$ cat src/rtl/uart_tx_fifo.sv
// -----------------------------------------------------------------------------
// uart_tx_fifo
//
// Byte-to-serial transmit stage for the PicoRV32 console port. Bytes arriving
// on the in_byte/in_byte_en strobe are buffered in a 2^FIFO_AW entry FIFO and
// sent as asynchronous frames (start, 8 data bits LSB first, stop) on tx, one
// bit every CLK_DIV clock cycles. Bytes offered while the FIFO is full are
// dropped and the sticky overflow flag is raised.
//
// Optional feature: define UART_TX_PARITY_EN to insert an even-parity bit
// between the last data bit and the stop bit (frame becomes 11 bit times).
// With the macro undefined no parity state or logic exists.
//
// Parameters:
//   CLK_DIV     clock cycles per serial bit (2..65535)
//   FIFO_AW     FIFO address width, depth = 2^FIFO_AW
//
// Ports:
//   clk         system clock
//   resetn      synchronous, active-low reset
//   in_byte     byte to transmit (system.out_byte)
//   in_byte_en  single-cycle write strobe (system.out_byte_en)
//   tx          serial line, idle high, registered
//   busy        frame on the line or FIFO non-empty
//   fifo_full   FIFO holds 2^FIFO_AW bytes
//   fifo_count  bytes buffered, excluding the byte being shifted out
//   overflow    sticky drop flag, cleared only by reset
// -----------------------------------------------------------------------------
module uart_tx_fifo #(
  parameter int CLK_DIV = 16,
  parameter int FIFO_AW = 4
) (
  input  logic             clk,
  input  logic             resetn,
  input  logic [7:0]       in_byte,
  input  logic             in_byte_en,
  output logic             tx,
  output logic             busy,
  output logic             fifo_full,
  output logic [FIFO_AW:0] fifo_count,
  output logic             overflow
);

  localparam int          DATA_W   = 8;
  localparam int          DEPTH    = 1 << FIFO_AW;
  localparam logic [15:0] DIV_LAST = 16'(CLK_DIV - 1);

  typedef enum logic [2:0] {
    IDLE   = 3'd0,
    START  = 3'd1,
    DATA   = 3'd2,
`ifdef UART_TX_PARITY_EN
    PARITY = 3'd4,
`endif
    STOP   = 3'd3
  } state_t;

`ifdef UART_TX_PARITY_EN
  function automatic logic even_parity(input logic [DATA_W-1:0] b);
    return ^b;
  endfunction
`endif

  // FIFO storage and pointers; pointers carry one extra wrap bit so that
  // full (difference == DEPTH) and empty (difference == 0) are distinct.
  logic [DATA_W-1:0] mem [DEPTH];
  logic [FIFO_AW:0]  wr_ptr;
  logic [FIFO_AW:0]  rd_ptr;

  // Transmitter control
  state_t            state;
  logic [15:0]       div_cnt;
  logic [2:0]        bit_idx;

  // Transmitter data (not reset: always reloaded before use)
  logic [DATA_W-1:0] shift_p0;
`ifdef UART_TX_PARITY_EN
  logic              par_p0;
`endif

  logic push;
  logic pop;
  logic fifo_nempty;
  logic bit_end;

  // Status outputs are pure functions of flops, so they change only on edges.
  assign fifo_count  = wr_ptr - rd_ptr;
  assign fifo_full   = fifo_count[FIFO_AW];
  assign fifo_nempty = (fifo_count != '0);
  assign busy        = (state != IDLE) || fifo_nempty;

  assign bit_end = (div_cnt == DIV_LAST);
  // A full FIFO rejects the write even if a pop frees a slot on the same edge.
  assign push    = in_byte_en && !fifo_full;
  assign pop     = fifo_nempty &&
                   ((state == IDLE) || ((state == STOP) && bit_end));

  // ---- write side: pointer and sticky overflow ----
  always_ff @(posedge clk) begin
    if (!resetn) begin
      wr_ptr   <= '0;
      overflow <= 1'b0;
    end else begin
      if (push) begin
        wr_ptr <= wr_ptr + 1'b1;
      end
      if (in_byte_en && fifo_full) begin
        overflow <= 1'b1;
      end
    end
  end

  // ---- data path: FIFO array, shift register, parity ----
  always_ff @(posedge clk) begin
    if (push) begin
      mem[wr_ptr[FIFO_AW-1:0]] <= in_byte;
    end
    if (pop) begin
      shift_p0 <= mem[rd_ptr[FIFO_AW-1:0]];
    end else if ((state == DATA) && bit_end) begin
      shift_p0 <= shift_p0 >> 1;
    end
`ifdef UART_TX_PARITY_EN
    if (pop) begin
      par_p0 <= even_parity(mem[rd_ptr[FIFO_AW-1:0]]);
    end
`endif
  end

  // ---- frame FSM: tx is loaded with the level of the state being entered ----
  always_ff @(posedge clk) begin
    if (!resetn) begin
      state   <= IDLE;
      rd_ptr  <= '0;
      div_cnt <= '0;
      bit_idx <= '0;
      tx      <= 1'b1;
    end else begin
      case (state)
        IDLE: begin
          tx <= 1'b1;
          if (fifo_nempty) begin
            rd_ptr  <= rd_ptr + 1'b1;
            div_cnt <= '0;
            tx      <= 1'b0;
            state   <= START;
          end
        end

        START: begin
          if (bit_end) begin
            div_cnt <= '0;
            bit_idx <= '0;
            tx      <= shift_p0[0];
            state   <= DATA;
          end else begin
            div_cnt <= div_cnt + 16'd1;
          end
        end

        DATA: begin
          if (bit_end) begin
            div_cnt <= '0;
            if (bit_idx == 3'd7) begin
`ifdef UART_TX_PARITY_EN
              tx    <= par_p0;
              state <= PARITY;
`else
              tx    <= 1'b1;
              state <= STOP;
`endif
            end else begin
              bit_idx <= bit_idx + 3'd1;
              // shift_p0[1] becomes shift_p0[0] on this same edge
              tx      <= shift_p0[1];
            end
          end else begin
            div_cnt <= div_cnt + 16'd1;
          end
        end

`ifdef UART_TX_PARITY_EN
        PARITY: begin
          if (bit_end) begin
            div_cnt <= '0;
            tx      <= 1'b1;
            state   <= STOP;
          end else begin
            div_cnt <= div_cnt + 16'd1;
          end
        end
`endif

        STOP: begin
          if (bit_end) begin
            div_cnt <= '0;
            // Chain straight into the next start bit when data is waiting.
            if (fifo_nempty) begin
              rd_ptr <= rd_ptr + 1'b1;
              tx     <= 1'b0;
              state  <= START;
            end else begin
              tx    <= 1'b1;
              state <= IDLE;
            end
          end else begin
            div_cnt <= div_cnt + 16'd1;
          end
        end

        default: begin
          tx      <= 1'b1;
          div_cnt <= '0;
          state   <= IDLE;
        end
      endcase
    end
  end

endmodule

$ cat config.mk
export PLATFORM = sky130hd
export DESIGN_NAME = uart_tx_fifo
export DESIGN_NICKNAME = d
export VERILOG_FILES = /design/src/rtl/uart_tx_fifo.sv
export SDC_FILE = /design/constraint.sdc
export NUM_CORES = 1
export LEC_CHECK = 0
export CORE_MARGIN = 4
export CORE_UTILIZATION = 55
export DETAILED_ROUTE_END_ITERATION = 7
export PLACE_DENSITY = 0.72
export SLEW_MARGIN = 10
export SYNTH_ARGS = -nofsm -noshare
export SYNTH_HDL_FRONTEND = slang
export SYNTH_SLANG_ARGS = --single-unit
$ cat constraint.sdc
create_clock -name clk -period 3.3 [get_ports clk]
set_input_delay 0.66 -clock clk [delete_from_list [all_inputs] [get_ports clk]]
set_output_delay 0.66 -clock clk [all_outputs]
set_load 0.02 [all_outputs]
Word level (Yosys, flattened, before mapping)
Memories as Yosys holds them, arrays and structs flattened. A register that Yosys moved wholly into a read port is not among the register bits.
Cells that the tools add are included.
{"block": "word_totals", "ramBits": 128, "output_inout_bits": 9, "n_memories": 1, "regBits": 42, "wordCells": 73}
{"block": "classes", "eq_ne": 11, "n_mux": 29, "n_reduce_logical": 19, "add_sub_neg": 5}
{"memory": "mem", "words": 16, "width": 8, "rd": 1, "rd_clocked_by_memory_dff": 1, "write_ports": 1, "line_no": "66", "rtl": "logic [DATA_W-1:0] mem [DEPTH];"}
{"op": "$mux 16", "n": 2}
{"op": "$pmux 16 s2", "n": 1}
{"op": "$mux 3", "n": 8}
{"op": "$add 16x1->16 const B", "n": 1}
{"op": "$eq 16x4->1 const B", "n": 1}
{"op": "$mux 8", "n": 2}
{"op": "$pmux 3 s4", "n": 1}
{"op": "$add 5x1->5 const B", "n": 2}
{"op": "$mux 5", "n": 2}
{"op": "$ne 2x2->1 const B", "n": 5}
{"op": "$pmux 5 s2", "n": 1}
{"op": "$mux 1", "n": 8}
{"op": "$mux 4", "n": 2}
{"op": "$eq 3x2->1 const B", "n": 2}
{"op": "$pmux 3 s2", "n": 1}
{"op": "$reduce_bool 2->1", "n": 3}
{"op": "$logic_and 1x1->1", "n": 5}
{"op": "$reduce_and 5->1", "n": 1}
{"op": "$reduce_bool 5->1", "n": 1}
{"op": "$sub 5x5->5", "n": 1}
{"op": "$pmux 1 s4", "n": 1}
{"op": "$reduce_and 4->1", "n": 1}
{"op": "$add 3x1->3 const B", "n": 1}
{"op": "$eq 3x1->1 const B", "n": 1}
{"op": "9 further kinds", "n": 10}

Depth between registers and ports, before layout
Gate-level depths: netlist (run 1).
{"block": "depth", "ltp_word": 7, "depth_mapped": 12, "depth_no_buf": 11}

Least setup slack after synthesis (run 1)
OpenSTA, ideal clock, no wires.
{"block": "synth_path", "kind": "flip-flop to output port", "start": "register wr_ptr[0]", "end": "output port busy", "required_time_ns": 2.640, "t_arrival_ns": 2.383, "n_path_buf": 1, "path_stages_with_launch": 10, "path_slack_ns": 0.257, "cell_sequence": "dfxtp_1 inv_1 ha_1 inv_1 fa_1 or3_1 a221oi_4 and2_4 buf_6 inv_2"}
{"block": "synth_via", "elab_chain_len": 3}
{"element": "start: declaration", "line_no": "67", "rtl": "logic [FIFO_AW:0] wr_ptr;"}
{"element": "start signal: assignment", "line_no": "105", "rtl": "wr_ptr <= wr_ptr + 1'b1;"}
{"element": "$sub 5x5->5", "line_no": "87", "rtl": "assign fifo_count = wr_ptr - rd_ptr;"}
{"element": "net fifo_count[1]", "line_no": "40", "rtl": "output logic [FIFO_AW:0] fifo_count,"}
{"element": "$reduce_bool 5->1", "line_no": "89", "rtl": "assign fifo_nempty = (fifo_count != '0);"}
{"element": "$logic_or 1x1->1", "line_no": "90", "rtl": "assign busy = (state != IDLE) || fifo_nempty;"}
{"element": "end: declaration", "line_no": "38", "rtl": "output logic busy,"}
The timed path passes the listed nets, and every way through them passes these cells.

Worst setup path after layout (run 1)
{"block": "layout_path", "start": "register wr_ptr[0]", "end": "output port busy"}
{"block": "layout_via", "elab_chain_len": 3}
{"element": "$sub 5x5->5", "line_no": "87"}
{"element": "$reduce_bool 5->1", "line_no": "89"}
{"element": "$logic_or 1x1->1", "line_no": "90"}
Every way passes these cells.

==> results of run 1 <==
## routing by layer
metal  routed length, um  up-vias  global-route usage (%)
met2                7018      112                   32.83
li1                    -     1847                       -
met1                6009     2027                   27.81
met3                 700       12                   5.714
met4                 127        0                   4.829
met5                   0        -                       0
## Yosys cell counts (2+ instances only)
library cell	n	area, um2
nor4_1	3	18.77
o21ai_1	7	35.03
mux2_2	8	90.09
nand3_1	14	70.07
buf_2	6	30.03
a2111oi_0	3	26.28
mux4_2	40	900.9
or3_1	9	56.30
mux2i_1	2	20.02
nor3_1	10	50.05
nand4_1	4	25.02
buf_1	3	11.26
inv_1	15	56.30
buf_6	2	22.52
o21ai_0	6	30.03
nand2b_1	2	12.51
xnor2_1	14	122.6
a22o_1	2	17.52
and4_1	3	26.28
and2_1	2	12.51
ha_1	17	212.7
nand2_1	13	48.80
edfxtp_1	136	4084
xor2_1	3	26.28
clkbuf_1	7	26.28
a21oi_1	19	95.09
a21o_1	4	30.03
a22oi_1	4	30.03
dfxtp_1	37	740.7
nor2_1	37	138.9
## how the worst max path moves through the flow
stage	to	slack [ns]
after floorplan	busy	0.26
after global placement	busy	0.12
after detailed placement	busy	0.06
after CTS	fifo_count[4]	0.005
after global routing	busy	-0.02
final	busy	0.1
## worst max-delay path: stages, from the launching register on
cell	delay (ns)
dfxtp_2	0.32
inv_2	0.07
ha_4	0.13
inv_1	0.05
fa_2	0.38
xor2_2	0.16
or3_4	0.34
a221oi_4	0.25
and2_4	0.20
inv_2	0.06
buf_4	0.15
## per-stage QoR
step | instance area (um2) | utilization [%]
finish | 8379 | 65.60
global placement | 7749 | 60.66
floorplan | 7247 | -
detailed placement | 7749 | 60.66
global route | 8379 | 65.60
CTS | 8335 | 65.26
## report_power, final
part	switching [W]	total [W]	leakage (nW)	internal, W
sequential	0.0000861	0.00269	1.54	0.00260
combinational	0.00117	0.00218	0.929	0.00101
clock	0.000843	0.00197	0.274	0.00113
total	0.00210	0.00684	2.74	0.00474
## sequential cells by signal, indices dropped and copies added, names as in the netlist, named ones only
name and count:
mem 128, div_cnt 16, shift_p0 8, rd_ptr 5
wr_ptr 5, bit_idx 3, state 2, overflow 1
tx 1
## repair_timing
item / in CTS / in global routing
hold endpoints to repair: 0 / 0
gates resized for setup: 7 / 11
setup endpoints to repair: 3 / 2
pin swaps: 0 / 4
setup buffers: 0 / 1
## cells by family (layout without fill, tap and decap cells)
logic type	after synthesis	count (layout)
flops	173	173
simple gates	106	106
compound gates	52	52
mux	50	50
buf+inv	36	92
fa+ha+maj	18	18
xor+xnor	17	17
## final cells by class
cell class | instances | area, um2 | area share (%)
Inverter | 17 | 63.81 | 0.7615
Multi-Input combinational cell | 243 | 2296 | 27.40
Timing Repair Buffer | 44 | 389.1 | 4.644
Clock inverter | 14 | 160.2 | 1.911
Tap cell | 172 | 215.2 | 2.568
Clock buffer | 17 | 425.4 | 5.077
Sequential cell | 173 | 4830 | 57.64
==> results by group, run 1 <==
Run status
  – Status: finished, final reports clean

Finish
  – Antenna diodes: 0
  – Non-filler instance count after layout: 680
  – Most frequent cells in the layout: edfxtp_1, mux4_2, nor2_1, dfxtp_1, buf_4
  – Fillcell total: 877
  – Layout cells sized above 1: 24.21%
  – Most common cell after layout, fill and taps aside: edfxtp_1
  – Layout area overhead: 15.63%
  – NumNets Final: 525

Setup path
  – Flop2flop setup slack: 0.56 ns
  – Cell count of the worst reg-to-reg path: 11
  – CP required: 2.64 ns
  – Worst Setup SP: wr_ptr[0]$_SDFFE_PN0P_
  – CP endpoint kind: output port
  – Crit Path Class: register to output port
  – FF-to-FF End: shift_p0[6]$_DFFE_PP_
  – Critical path startpoint category: register
  – Arr. time, crit path: 2.54 ns
  – Reg-to-Reg Start: wr_ptr[0]$_SDFFE_PN0P_
  – Worst-path fanout max: 4

Power and ir drop
  – Power Total: 0.006843 W
  – Maximum VDD drop: 0.5247 mV
  – Power per Cell Area: 816.7 nW/um2
  – Pleak: 2.739 nW

Die
  – Core area: 12770 um2
  – Boundary pin count: 20
  – Row count: 41
  – Die width: 122.8 um
  – Initial core utilization: 56.73%
  – Die area: 15080 um2
  – Die H: 122.8 um

Synth
  – Synth unique cells: 50
  – Complex-gate fraction of the synthesized area: 4.679%
  – Syn_area_per_cell: 16.03 um2
  – Seq/Total Area, Yosys: 66.57%
  – Largest family of logic cells by synthesized area: multiplexers
  – Warnings from Yosys: 0
  – Simple-Gate Fraction of Synth Area: 7.303%
  – Post-synthesis mux area share: 13.95%
  – Xor and xnor fraction of the mapped netlist area: 2.055%
  – Ys async rst share: 0%
  – Synthesized-area fraction occupied by adder cells: 3.211%
  – Post-synth net total: 481
  – Number of flops mapped to enable cells by yosys: 136
  – Syn Std Cell Area: 7247 um2
  – #FFs+latches synth: 173
  – Ys flop type: edfxtp_1
  – Gate Count Post-Synth: 452

STA
  – Max-slew violations: 0
  – Final count of negative-setup-slack endpoints: 0
  – Worst relative slew slack: 60.39%
  – Final worst-path cycle share: 97.12%
  – Final hold violation count: 0
  – Fin Hold WS: 0.4746 ns
  – Layout Skew: 0.005398 ns
  – Fin crit period: 3.205 ns
  – Worst setup margin: 0.09502 ns
  – Setup TNS: 0 ns
  – Slew @ Worst Pin: 0.5905 ns
  – Fmax achieved: 0.3120 GHz

Route
  – Antenna Nets Post-Route: 0
  – Pre-Repair DR Iteration Count: 5
  – WL/cell: 20.38 um
  – Routed WL: 13860 um
  – Drt drc: 0
  – Vias per Instance: 5.879
  – 1st-iter DRT viols: 374
  – Vias: 3998

Clock network
  – Root Buffer: clkbuf_16
  – CTS Buf Count: 17
  – Hold-fix buffers, CTS: 0
  – CTS Buffer Depth: 2
  – Worst skew pair latency: 0.43 ns
  – TritonCTS clock tree: yes
  – Clk sinks: 173
  – Reg clk slew, reported paths: 0.06 ns
  – H-tree lvl count: 4

Worst hold path
  – Hold path cells: 2
  – WHS Endpoint: overflow$_SDFFE_PN0P_
  – Min-delay worst type: register to register
  – Worst hold start: overflow$_SDFFE_PN0P_

Global routing
  – First-pass GRT wire length: 22230 um
  – Gr ovfl total: 0
  – All-Layer GR Usage: 20.35%
  – Vias in the first global route: 4035
  – Largest net degree at the start of global routing: 33
  – Initial antenna violation count: 0

Placement
  – Dpl ws: 0.05763 ns
  – Dpl cells: 648
  – PortBufs: 19
  – DPL Wire Length: 8765 um
  – Gpl congestion: 0.8673

Flow run
  – Max-Cap Viols: 0
Power figures use the tool's default switching activity.
==> inputs of run 2 (changes only) <==
- ABC_CLOCK_PERIOD_IN_PS: not set -> 3300
==> results of run 2 <==
The final DEF is identical to that of run 1; final timing and power are the same.
